==> config.mk <==
export PLATFORM = sky130hd
export DESIGN_NAME = mult_div_unit_flat
export DESIGN_NICKNAME = d
export VERILOG_FILES = /design/src/rtl/mult_div_unit_if.sv /design/src/rtl/mult_div_unit.sv /design/src/flat_wrapper.sv
export SDC_FILE = /design/constraint.sdc
export NUM_CORES = 1
export LEC_CHECK = 0
export CAP_MARGIN = 20
export CORE_UTILIZATION = 54
export CTS_BUF_LIST = sky130_fd_sc_hd__clkbuf_2
export DETAILED_ROUTE_END_ITERATION = 16
export PLACE_DENSITY_LB_ADDON = 0.05
export SLEW_MARGIN = 20
export SYNTH_ARGS = -nofsm -noshare
export SYNTH_HDL_FRONTEND = slang
export SYNTH_SLANG_ARGS = --single-unit
export TNS_END_PERCENT = 30
==> constraint.sdc <==
create_clock -name clk -period 5.5 [get_ports clk]
set_input_delay 1.1 -clock clk [delete_from_list [all_inputs] [get_ports clk]]
set_output_delay 1.1 -clock clk [all_outputs]
set_load 0.05 [all_outputs]
==> src/rtl/mult_div_unit_if.sv <==
// Operand, control and HI/LO result bundle for the iterative multiply/divide unit.
// The master is the datapath; the slave is mult_div_unit.
interface mult_div_unit_if #(
    parameter int N = 32
);
    logic         start;
    logic [1:0]   op;
    logic [N-1:0] src_a;
    logic [N-1:0] src_b;
    logic         hi_we;
    logic         lo_we;
    logic [N-1:0] wd;
    logic         busy;
    logic         done;
    logic [N-1:0] hi;
    logic [N-1:0] lo;

    modport master (
        output start, op, src_a, src_b, hi_we, lo_we, wd,
        input  busy, done, hi, lo
    );

    modport slave (
        input  start, op, src_a, src_b, hi_we, lo_we, wd,
        output busy, done, hi, lo
    );
endinterface

==> src/rtl/mult_div_unit.sv <==
// Iterative MULT/MULTU/DIV/DIVU unit that owns HI/LO; one product or quotient bit per cycle.
// Latency N cycles from the start edge, with a one-cycle done pulse; start while busy is dropped (no queuing).
module mult_div_unit #(
    parameter int N = 32
) (
    input  logic            clk,
    input  logic            reset,
    mult_div_unit_if.slave  bus
);
    localparam int CW = (N > 1) ? $clog2(N) : 1;

    localparam logic [0:0] IDLE = 1'b0;
    localparam logic [0:0] RUN  = 1'b1;

    logic [0:0]     state;
    logic [CW-1:0]  cnt;
    logic [1:0]     op_q;
    logic           sign_a;
    logic           sign_b;
    logic           div_zero;
    logic [N-1:0]   b_q;
    logic [2*N-1:0] work;
    logic [N-1:0]   hi_q;
    logic [N-1:0]   lo_q;
    logic           done_q;

    // Operand capture: magnitudes plus sign flags (signed ops are MULT/DIV, op[0]==0)
    logic           in_sign_a;
    logic           in_sign_b;
    logic [N-1:0]   in_mag_a;
    logic [N-1:0]   in_mag_b;

    always_comb begin
        in_sign_a = ~bus.op[0] & bus.src_a[N-1];
        in_sign_b = ~bus.op[0] & bus.src_b[N-1];
        in_mag_a  = in_sign_a ? (~bus.src_a + 1'b1) : bus.src_a;
        in_mag_b  = in_sign_b ? (~bus.src_b + 1'b1) : bus.src_b;
    end

    // One iteration. work holds {accumulator/remainder, multiplier/dividend-quotient}.
    logic [N:0]     msum;
    logic [N:0]     shifted;
    logic [N:0]     trial;
    logic [2*N-1:0] work_nx;

    always_comb begin
        msum    = {1'b0, work[2*N-1:N]} + (work[0] ? {1'b0, b_q} : {(N+1){1'b0}});
        shifted = {work[2*N-1:N], work[N-1]};
        trial   = shifted - {1'b0, b_q};
        if (op_q[1]) begin
            // Restoring step: keep the subtraction only if it did not go negative
            work_nx = {(trial[N] ? shifted[N-1:0] : trial[N-1:0]), work[N-2:0], ~trial[N]};
        end else begin
            work_nx = {msum, work[N-1:1]};
        end
    end

    // Sign correction applied to the value produced by the final iteration
    logic           neg_res;
    logic [2*N-1:0] prod_fix;
    logic [N-1:0]   quo;
    logic [N-1:0]   rem;
    logic [N-1:0]   res_hi;
    logic [N-1:0]   res_lo;

    always_comb begin
        neg_res  = sign_a ^ sign_b;
        prod_fix = neg_res ? (~work_nx + 1'b1) : work_nx;
        quo      = work_nx[N-1:0];
        rem      = work_nx[2*N-1:N];
        res_hi   = prod_fix[2*N-1:N];
        res_lo   = prod_fix[N-1:0];
        if (op_q[1]) begin
            // Remainder follows the dividend, which also returns src_a unchanged on divide-by-zero
            res_hi = sign_a ? (~rem + 1'b1) : rem;
            if (div_zero) begin
                res_lo = {N{1'b1}};
            end else begin
                res_lo = neg_res ? (~quo + 1'b1) : quo;
            end
        end
    end

    always_ff @(posedge clk or posedge reset) begin
        if (reset) begin
            state    <= IDLE;
            cnt      <= '0;
            op_q     <= 2'b00;
            sign_a   <= 1'b0;
            sign_b   <= 1'b0;
            div_zero <= 1'b0;
            b_q      <= '0;
            work     <= '0;
            hi_q     <= '0;
            lo_q     <= '0;
            done_q   <= 1'b0;
        end else begin
            done_q <= 1'b0;
            case (state)
                IDLE: begin
                    if (bus.hi_we) begin
                        hi_q <= bus.wd;
                    end
                    if (bus.lo_we) begin
                        lo_q <= bus.wd;
                    end
                    if (bus.start) begin
                        op_q     <= bus.op;
                        sign_a   <= in_sign_a;
                        sign_b   <= in_sign_b;
                        div_zero <= bus.op[1] & (bus.src_b == '0);
                        b_q      <= in_mag_b;
                        work     <= {{N{1'b0}}, in_mag_a};
                        cnt      <= CW'(N - 1);
                        state    <= RUN;
                    end
                end
                default: begin
                    work <= work_nx;
                    cnt  <= cnt - 1'b1;
                    if (cnt == '0) begin
                        hi_q   <= res_hi;
                        lo_q   <= res_lo;
                        done_q <= 1'b1;
                        state  <= IDLE;
                    end
                end
            endcase
        end
    end

    assign bus.busy = (state == RUN);
    assign bus.done = done_q;
    assign bus.hi   = hi_q;
    assign bus.lo   = lo_q;
endmodule

==> src/flat_wrapper.sv <==
// flat-port wrapper written by rule: the top's interface ports become plain ports
module mult_div_unit_flat 
#(
    parameter int N = 32
)
  (clk, reset, bus_start, bus_op, bus_src_a, bus_src_b, bus_hi_we, bus_lo_we, bus_wd, bus_busy, bus_done, bus_hi, bus_lo);
  mult_div_unit_if #(.N(N)) bus_i ();
  input  logic clk;
  input  logic reset;
  input wire logic [$bits(bus_i.start)-1:0] bus_start;
  input wire logic [$bits(bus_i.op)-1:0] bus_op;
  input wire logic [$bits(bus_i.src_a)-1:0] bus_src_a;
  input wire logic [$bits(bus_i.src_b)-1:0] bus_src_b;
  input wire logic [$bits(bus_i.hi_we)-1:0] bus_hi_we;
  input wire logic [$bits(bus_i.lo_we)-1:0] bus_lo_we;
  input wire logic [$bits(bus_i.wd)-1:0] bus_wd;
  output wire logic [$bits(bus_i.busy)-1:0] bus_busy;
  output wire logic [$bits(bus_i.done)-1:0] bus_done;
  output wire logic [$bits(bus_i.hi)-1:0] bus_hi;
  output wire logic [$bits(bus_i.lo)-1:0] bus_lo;
  assign bus_i.start = bus_start;
  assign bus_i.op = bus_op;
  assign bus_i.src_a = bus_src_a;
  assign bus_i.src_b = bus_src_b;
  assign bus_i.hi_we = bus_hi_we;
  assign bus_i.lo_we = bus_lo_we;
  assign bus_i.wd = bus_wd;
  assign bus_busy = bus_i.busy;
  assign bus_done = bus_i.done;
  assign bus_hi = bus_i.hi;
  assign bus_lo = bus_i.lo;
  mult_div_unit #(.N(N)) u_core (.clk(clk), .reset(reset), .bus(bus_i));
endmodule
==> metrics.txt, run 1 <==
height of the die 171 µm; Fillers 2,590; Post-synth top cells nand2_1 (297), o21ai_0 (209), dfrtp_1 (171); worst path cell trace ha_1, nand4_1, nor3_2, a22oi_1, a21boi_4, o21a_4, nor3_2, a21o_1, inv_1, ha_1, o2111ai_1, nor2_1, o2111a_1, and3_1, and2_1, nand3_1, nand2_1, nand4_1, nor3_1, a31oi_1, xor2_1, o221ai_1; post-synth top area cell dfrtp_1; H-tree depth 4; initial antenna violation count 1; status finished clean; Hold WC Path Type flip-flop to flip-flop; number of global-route vias before repair 14.1k; Row Count 61; Die Width 171 µm; worst slew pin tran 1020 ps; Final Hold Fails 0; Clock Tree Buf Depth 2; critical path class flip-flop to flip-flop; vias per inst 6.31; post-layout util 0.637; Starting DRT DRC Count 2,074; initial core utilization 0.551; Main synth FF type dfrtp_1; clock-pin slew on the worst setup and hold paths 360 ps; DP HPWL 42,600 µm; Hold WS 520 ps; Slew headroom 0.300; dpl cell area 17,500 µm²; GP Congestion 0.974; count leader, synth nand2_1; Ys Warns 0; final setup fails 0; Antenna Nets Post-Route 0; crit start category flip-flop; final cycle utilization of the critical path 0.924; Seq cells post-synth 171; asr flop ratio synth 1.00; Area Overhead vs Synth 15.4%; # resized after CTS 0; Mapped Cells 1,993; post-layout net count 2,298; final instance area 17,700 µm²; Die ar. 29,100 µm²; largest net degree at the start of global routing 71; minimum clock period after layout 5080 ps; post-synthesis cell type count 96; Worst path slowest cell dfrtp_1; drc violations 0; fraction of layout cells with a size suffix above 1 0.0744; setup bufs post-CTS 0; EDFF count, synth 0; drt wl/cell 21.7 µm; Final Max Tran Viols 0; CTS sink cnt 171; endpoint class of the critical path flip-flop; first-pass GRT wire length 83,100 µm; Num CTS Buffers 17; Synth Area per Inst 7.71 µm²; setup TNS 0 ps; CP Data Required Time 6270 ps; number of buffers added on ports 168; Max Cap Violations 0; WL final 54,500 µm; Netlist Area Pre-Place 15,400 µm²; clk root buf clkbuf_2; Top-Level Pins 169; overall routing resource usage 0.376; fmax 197 MHz; unrepaired setup endpoints after global routing false; Pre-antenna DRT Iters 6; Synth top area share 0.279; syn_nets 2,168; critical path's top delay family simple AND/OR/NAND/NOR gates; core area 27,900 µm²; Clock Latency Late Sink 880 ps; Seq/Total Area, Yosys 0.279; GRT overflow 0; Synth area leaders dfrtp_1 (28%), nand2_1 (7.3%), o21ai_0 (6.8%); Vias 15.9k; crit path max fanout 9; TritonCTS clock tree yes; cts hold-fix bufs 0; clock skew 59.1 ps; largest stage delay on the critical path 520 ps; Worst Path Buf+Inv 1; CP arrival 5850 ps
==> sequential cells by signal, summed over array words and instances, names as in the netlist <==
signal and flops:
u_core.bus.done 1, u_core.bus.lo 32, u_core.bus.hi 32, u_core.sign_a 1
u_core.bus.busy 1, u_core.b_q 32, u_core.work 64, u_core.sign_b 1
u_core.div_zero 1, u_core.cnt 5, u_core.op_q 1
==> tightest hold or removal path, stage by stage (launching register included) <==
cell and delay (ps):
dfrtp_1 420, nand2_1 40, o21ai_0 60
==> cell type report <==
type,instances,area [µm²],area share
clock inverters,15,159,0.00896
diodes,1,2.50,0.000141
repair buffers,227,2130,0.120
multi-input cells,1638,10300,0.583
flip-flops and latches,171,4290,0.242
well taps,378,473,0.0267
clock buffers,17,85.1,0.00480
inverters,68,259,0.0146
==> metrics by stage <==
step	worst slack, ps	instances
final	418	2515
after floorplan	893	1993
after global routing	37.9	2515
after CTS	378	2514
after global placement	623	2482
after detailed placement	482	2482
==> worst paths after layout <==
kind | startpoint | endpoint | slack (ps) | cells after the start
min reg2reg | u_core.bus.lo[31] | u_core.bus.lo[31] | 520 | 2
max reg2reg | u_core.work[50] | u_core.bus.hi[30] | 420 | 22
max in group asynchronous | reset | u_core.bus.busy | 3630 | 3
min in group asynchronous | reset | u_core.bus.hi[1] | 580 | 2
min | u_core.bus.lo[31] | u_core.bus.lo[31] | 520 | 2
max | u_core.work[50] | u_core.bus.hi[30] | 420 | 22
==> cells by family after synthesis <==
| kind of cell | after synthesis | synth area share |
|---|---|---|
| simple gates | 693 | 0.215 |
| compound gates | 647 | 0.263 |
| buf+inv | 184 | 0.0494 |
| flops | 171 | 0.279 |
| xor+xnor | 170 | 0.0969 |
| fa+ha+maj | 72 | 0.0596 |
| mux | 56 | 0.0376 |
==> cells in the final DEF, fill, tap and decap left out, drive strengths merged, types with 45 or more instances in the layout <==
master         count
a21oi            166
nand2            302
xor2              72
buf               60
inv               73
nor3              59
dfrtp            171
o22ai             45
ha                70
o21ai            224
xnor2             98
nor2             136
clkdlybuf4s50    167
==> per-layer routing <==
| layer | GRT usage | part of all wire | routed length, µm |
|---|---|---|---|
| met5 | 0 | 0 | 0 |
| met4 | 0.138 | 0.031 | 1680 |
| met3 | 0.0546 | 0.10 | 5500 |
| met2 | 0.535 | 0.41 | 22500 |
| met1 | 0.569 | 0.46 | 24800 |
Power of run 1 is left out: the tool's default activity adds up to more than one toggle a clock period on the data nets, which glitch-free logic cannot reach.
==> run 2: changes to the inputs <==
SLEW_MARGIN = 40   (was 20)
==> metrics.txt, run 2 (synthesis gave the netlist of run 1 again) <==
dpl cell area 17,500 µm² (about the same); critical path class flip-flop to flip-flop; crit path max fanout 5 (-4); Worst Reg2Reg Path Length in Cells 24 (+9.1%); Row Count 61 (unchanged); fmax 196 MHz (-0.54%); max reg flops 64 (unchanged); Worst path slowest cell dfrtp_1; endpoint class of the critical path flip-flop; Final Hold Fails 0 (unchanged); clock-pin slew on the worst setup and hold paths 330 ps (-30 ps); worst slew pin tran 836 ps (-188 ps); Clock Tree Buf Depth 2 (unchanged); overall routing resource usage 0.377 (+0.000540); fraction of layout cells with a size suffix above 1 0.0758 (+0.00140); Die Width 171 µm (unchanged); Fillers 2,566 (-0.93%); Area Overhead vs Synth 15.6%; Placed Instances 2,482 (unchanged); Hold WC Path Type flip-flop to flip-flop; # resized after CTS 0 (unchanged); CP arrival 5880 ps (+30 ps); setup TNS 0 ps (unchanged); CTS sink cnt 171 (unchanged); most frequent cells in the layout nand2_1 (296), o21ai_0 (209), dfrtp_1 (169); initial core utilization 0.551 (unchanged); initial antenna violation count 1 (unchanged); cts hold-fix bufs 0 (unchanged); first-pass GRT wire length 83,300 µm (+0.23%); WL final 54,500 µm (about the same); Slew headroom 0.441 (+0.141); largest net degree at the start of global routing 71 (unchanged); minimum clock period after layout 5110 ps (+27.3 ps); unrepaired setup endpoints after global routing false; largest stage delay on the critical path 470 ps (-50 ps); core area 27,900 µm² (unchanged); drc violations 0 (unchanged); GP Congestion 0.974 (unchanged); CP Data Required Time 6270 ps (about the same); clock skew 55.8 ps (-3.31 ps); multi-input logic area 10,400 µm² (+0.17%); Starting DRT DRC Count 1,952 (-5.9%); H-tree depth 4 (unchanged); commonest non-fill, non-tap cell in the layout nand2_1; Num CTS Buffers 17 (unchanged); GRT overflow 0 (unchanged); Vias 15.9k (+0.42%); final setup fails 0 (unchanged); crit start category flip-flop; storage element area 4290 µm² (unchanged); DP HPWL 42,600 µm (-0.22%); status finished clean; height of the die 171 µm (unchanged); number of buffers added on ports 168 (unchanged); Pre-antenna DRT Iters 6 (unchanged); Worst Path Buf+Inv 2 (+1); clk root buf clkbuf_2; pre-CTS worst setup slack 469 ps (-12.3 ps); Top-Level Pins 169 (unchanged); post-layout net count 2,298 (unchanged); Final Max Tran Viols 0 (unchanged); TritonCTS clock tree yes; critical path's top delay family compound AO/OA/AOI/OAI gates; worst setup margin 391 ps (-27.3 ps); Antenna Nets Post-Route 0 (unchanged); Die ar. 29,100 µm² (unchanged); number of global-route vias before repair 14.1k (+0.15%); fin cells 2,516 (+0.040%); drt wl/cell 21.7 µm (about the same); final instance area 17,800 µm² (+0.14%); Hold Path Depth 2 (unchanged); vias per inst 6.34 (+0.38%); setup bufs post-CTS 0 (unchanged); worst path cell trace inv_1, ha_1, fa_1, nand2b_1, a21oi_2, o211ai_2, a21boi_4, o21a_4, nor3_2, a21o_1, inv_1, ha_1, o2111ai_1, nor2_1, o2111a_1, and3_1, and2_1, nand3_1, nand2_1, nand4_1, nor3_1, a31oi_1, xor2_1, o221ai_1; Reg with most FFs u_core.work; Clock Latency Late Sink 880 ps (about the same); Worst path depth 24 (+9.1%); final cycle utilization of the critical path 0.929 (+0.00497); Max Cap Violations 0 (unchanged)
-- run 2: layer usage --
layer  part of all wire  track usage  routed length, µm  vias to the layer above
li1                   -            -                  -                     7419
met1               0.45        0.572              24700                     7511
met2               0.41        0.527              22100                      921
met3               0.10       0.0643               5680                       90
met4              0.036        0.136               1960                        0
met5                  0            0                  0                        -
-- run 2: cell type report --
type	count	share of cell area
multi-input combinational	1638	0.583
clock buffer	17	0.00479
sequential	171	0.241
tap	378	0.0266
timing repair buffer	227	0.120
antenna	2	0.000282
inverter	68	0.0146
clock inverter	15	0.00888
-- run 2: through the flow --
step	utilization	hold WS, ps
6_report	0.637	519
5_1_grt	0.637	535
4_1_cts	0.637	525
3_5_place_dp	0.628	469
3_3_place_gp	0.628	461
2_1_floorplan	-	463
-- run 2: path summary, 6_finish.rpt --
path                             startpoint           endpoint  slack, ps
setup / recovery            u_core.work[31]  u_core.bus.hi[30]        390
hold / removal             u_core.bus.hi[5]   u_core.bus.hi[5]        520
max in group asynchronous             reset    u_core.bus.busy       3930
min in group asynchronous             reset   u_core.bus.hi[1]        570
hold reg to reg            u_core.bus.hi[5]   u_core.bus.hi[5]        520
setup reg to reg            u_core.work[31]  u_core.bus.hi[30]        390
-- run 2: worst register-to-register path: stages, from the launching register on --
cell and delay, ps:
dfrtp_1 470, inv_1 80, ha_1 230, fa_1 400, nand2b_1 200, a21oi_2 240
o211ai_2 190, a21boi_4 310, o21a_4 170, nor3_2 50, a21o_1 170, inv_1 70
ha_1 190, o2111ai_1 150, nor2_1 210, o2111a_1 230, and3_1 200, and2_1 170
nand3_1 210, nand2_1 130, nand4_1 120, nor3_1 310, a31oi_1 150, xor2_1 160
o221ai_1 200
Power of run 2 is left out for the same reason.
==> run 3: changes to the inputs <==
CORE_MARGIN = 2   (was unset)
CTS_CLUSTER_DIAMETER = 30   (was unset)
==> metrics.txt, run 3 (synthesis gave the netlist of run 1 again) <==
Hold WC Path Type flip-flop to flip-flop; Reg with most FFs u_core.work; CP Data Required Time 6320 ps (+50 ps); crit path max fanout 5 (unchanged); H-tree depth 4 (unchanged); CTS sink cnt 171 (unchanged); commonest non-fill, non-tap cell in the layout nand2_1; Die ar. 29,800 µm² (+2.4%); Clock Latency Late Sink 860 ps (-20 ps); drc violations 0 (unchanged); crit start category flip-flop; initial core utilization 0.551 (unchanged); WL final 55,200 µm (+1.3%); unrepaired setup endpoints after global routing false; max reg flops 64 (unchanged); Vias 16.0k (+0.28%); Final Hold Fails 0 (unchanged); Die Width 173 µm (+1.2%); first-pass GRT wire length 85,600 µm (+2.7%); Pre-antenna DRT Iters 6 (unchanged); # resized after CTS 0 (unchanged); Starting DRT DRC Count 1,868 (-4.3%); CP arrival 5850 ps (-30 ps); GRT overflow 0 (unchanged); final cycle utilization of the critical path 0.914 (-0.0154); Antenna Nets Post-Route 0 (unchanged); TritonCTS clock tree yes; height of the die 173 µm (+1.2%); overall routing resource usage 0.365 (-0.0118); DP HPWL 43,300 µm (+1.8%); clock skew 57.4 ps (+1.53 ps); largest net degree at the start of global routing 71 (unchanged); Area Overhead vs Synth 15.7% (about the same); drt wl/cell 21.9 µm (+1.3%); most frequent cells in the layout nand2_1 (296), o21ai_0 (209), dfrtp_1 (169); cts hold-fix bufs 0 (unchanged); Max Cap Violations 0 (unchanged); clock-pin slew on the worst setup and hold paths 320 ps (about the same); endpoint class of the critical path flip-flop; setup bufs post-CTS 0 (unchanged); critical path class flip-flop to flip-flop; GP Congestion 0.993 (+1.9%); fraction of layout cells with a size suffix above 1 0.0772 (+0.00133); Row Count 61 (unchanged); post-layout net count 2,300 (+0.087%); final setup fails 0 (unchanged); Hold WS 515 ps (-3.91 ps); initial antenna violation count 2 (+1); Num CTS Buffers 17 (unchanged); Clock Tree Buf Depth 2 (unchanged); minimum clock period after layout 5020 ps (-84.5 ps); Final Max Tran Viols 0 (unchanged); fmax 199 MHz (+1.7%); vias per inst 6.35 (+0.20%); Slew headroom 0.485 (+0.0434); setup TNS 0 ps (unchanged); number of global-route vias before repair 14.8k (+5.0%); worst slew pin tran 754 ps (-82.5 ps); Top-Level Pins 169 (unchanged); core area 27,900 µm² (unchanged); clk root buf clkbuf_2; number of buffers added on ports 168 (unchanged); status finished clean
run 3: cell types whose count changed in the layout (fill, tap and decap cells not counted), moves of 2 or more:
| cell | delta |
|---|---|
| inv_8 | -2 |
| clkinv_8 | -2 |
| inv_6 | +3 |
| buf_4 | +3 |
run 3: worst max-delay path: stages, from the launching register on:
cell and delay (ps):
dfrtp_1 470, inv_1 80, ha_1 230, fa_1 400
nand2b_1 190, a21oi_2 230, o211ai_2 190, a21boi_4 300
o21a_4 170, nor3_2 50, a21o_1 180, inv_1 70
ha_1 190, o2111ai_1 140, nor2_1 230, o2111a_1 240
and3_1 210, and2_1 160, nand3_1 200, nand2_1 150
nand2_1 110, buf_4 170, o31ai_1 240, xnor2_1 160
nand2_1 70, a21oi_1 140
run 3: layer usage:
metal	vias up	wire length (µm)	GRT usage
met3	100	6510	0.104
met2	936	22100	0.508
li1	7451	-	-
met4	0	2040	0.145
met1	7498	24500	0.530
met5	-	0	0
run 3: final timing paths:
kind,startpoint,slack [ps],cells after the start,to
worst max register to register,u_core.work[31],480,25,u_core.bus.hi[12]
max in group asynchronous,reset,3920,3,u_core.bus.busy
worst min register to register,u_core.bus.hi[7],510,2,u_core.bus.hi[7]
worst min-delay path,u_core.bus.hi[7],510,2,u_core.bus.hi[7]
worst max-delay path,u_core.work[31],480,25,u_core.bus.hi[12]
min in group asynchronous,reset,520,2,u_core.bus.hi[12]
run 3: area by class of cell:
cell class	instances	area, µm²
Timing Repair Buffer	229	2150
Tap cell	378	473
Sequential cell	171	4290
Clock buffer	18	90.1
Multi-Input combinational cell	1638	10400
Clock inverter	14	153
Antenna cell	2	5.00
Fill cell	2511	10100
Inverter	68	259
run 3: through the flow:
| stage | setup slack, ps | instance area, µm² | util | instances |
|---|---|---|---|---|
| floorplan | 893 | 15400 | - | 1993 |
| global placement | 642 | 17500 | 0.628 | 2484 |
| detailed placement | 494 | 17500 | 0.629 | 2484 |
| CTS | 407 | 17800 | 0.637 | 2516 |
| global route | 3.07 | 17800 | 0.638 | 2517 |
| finish | 475 | 17800 | 0.638 | 2518 |
Power of run 3 is left out for the same reason.
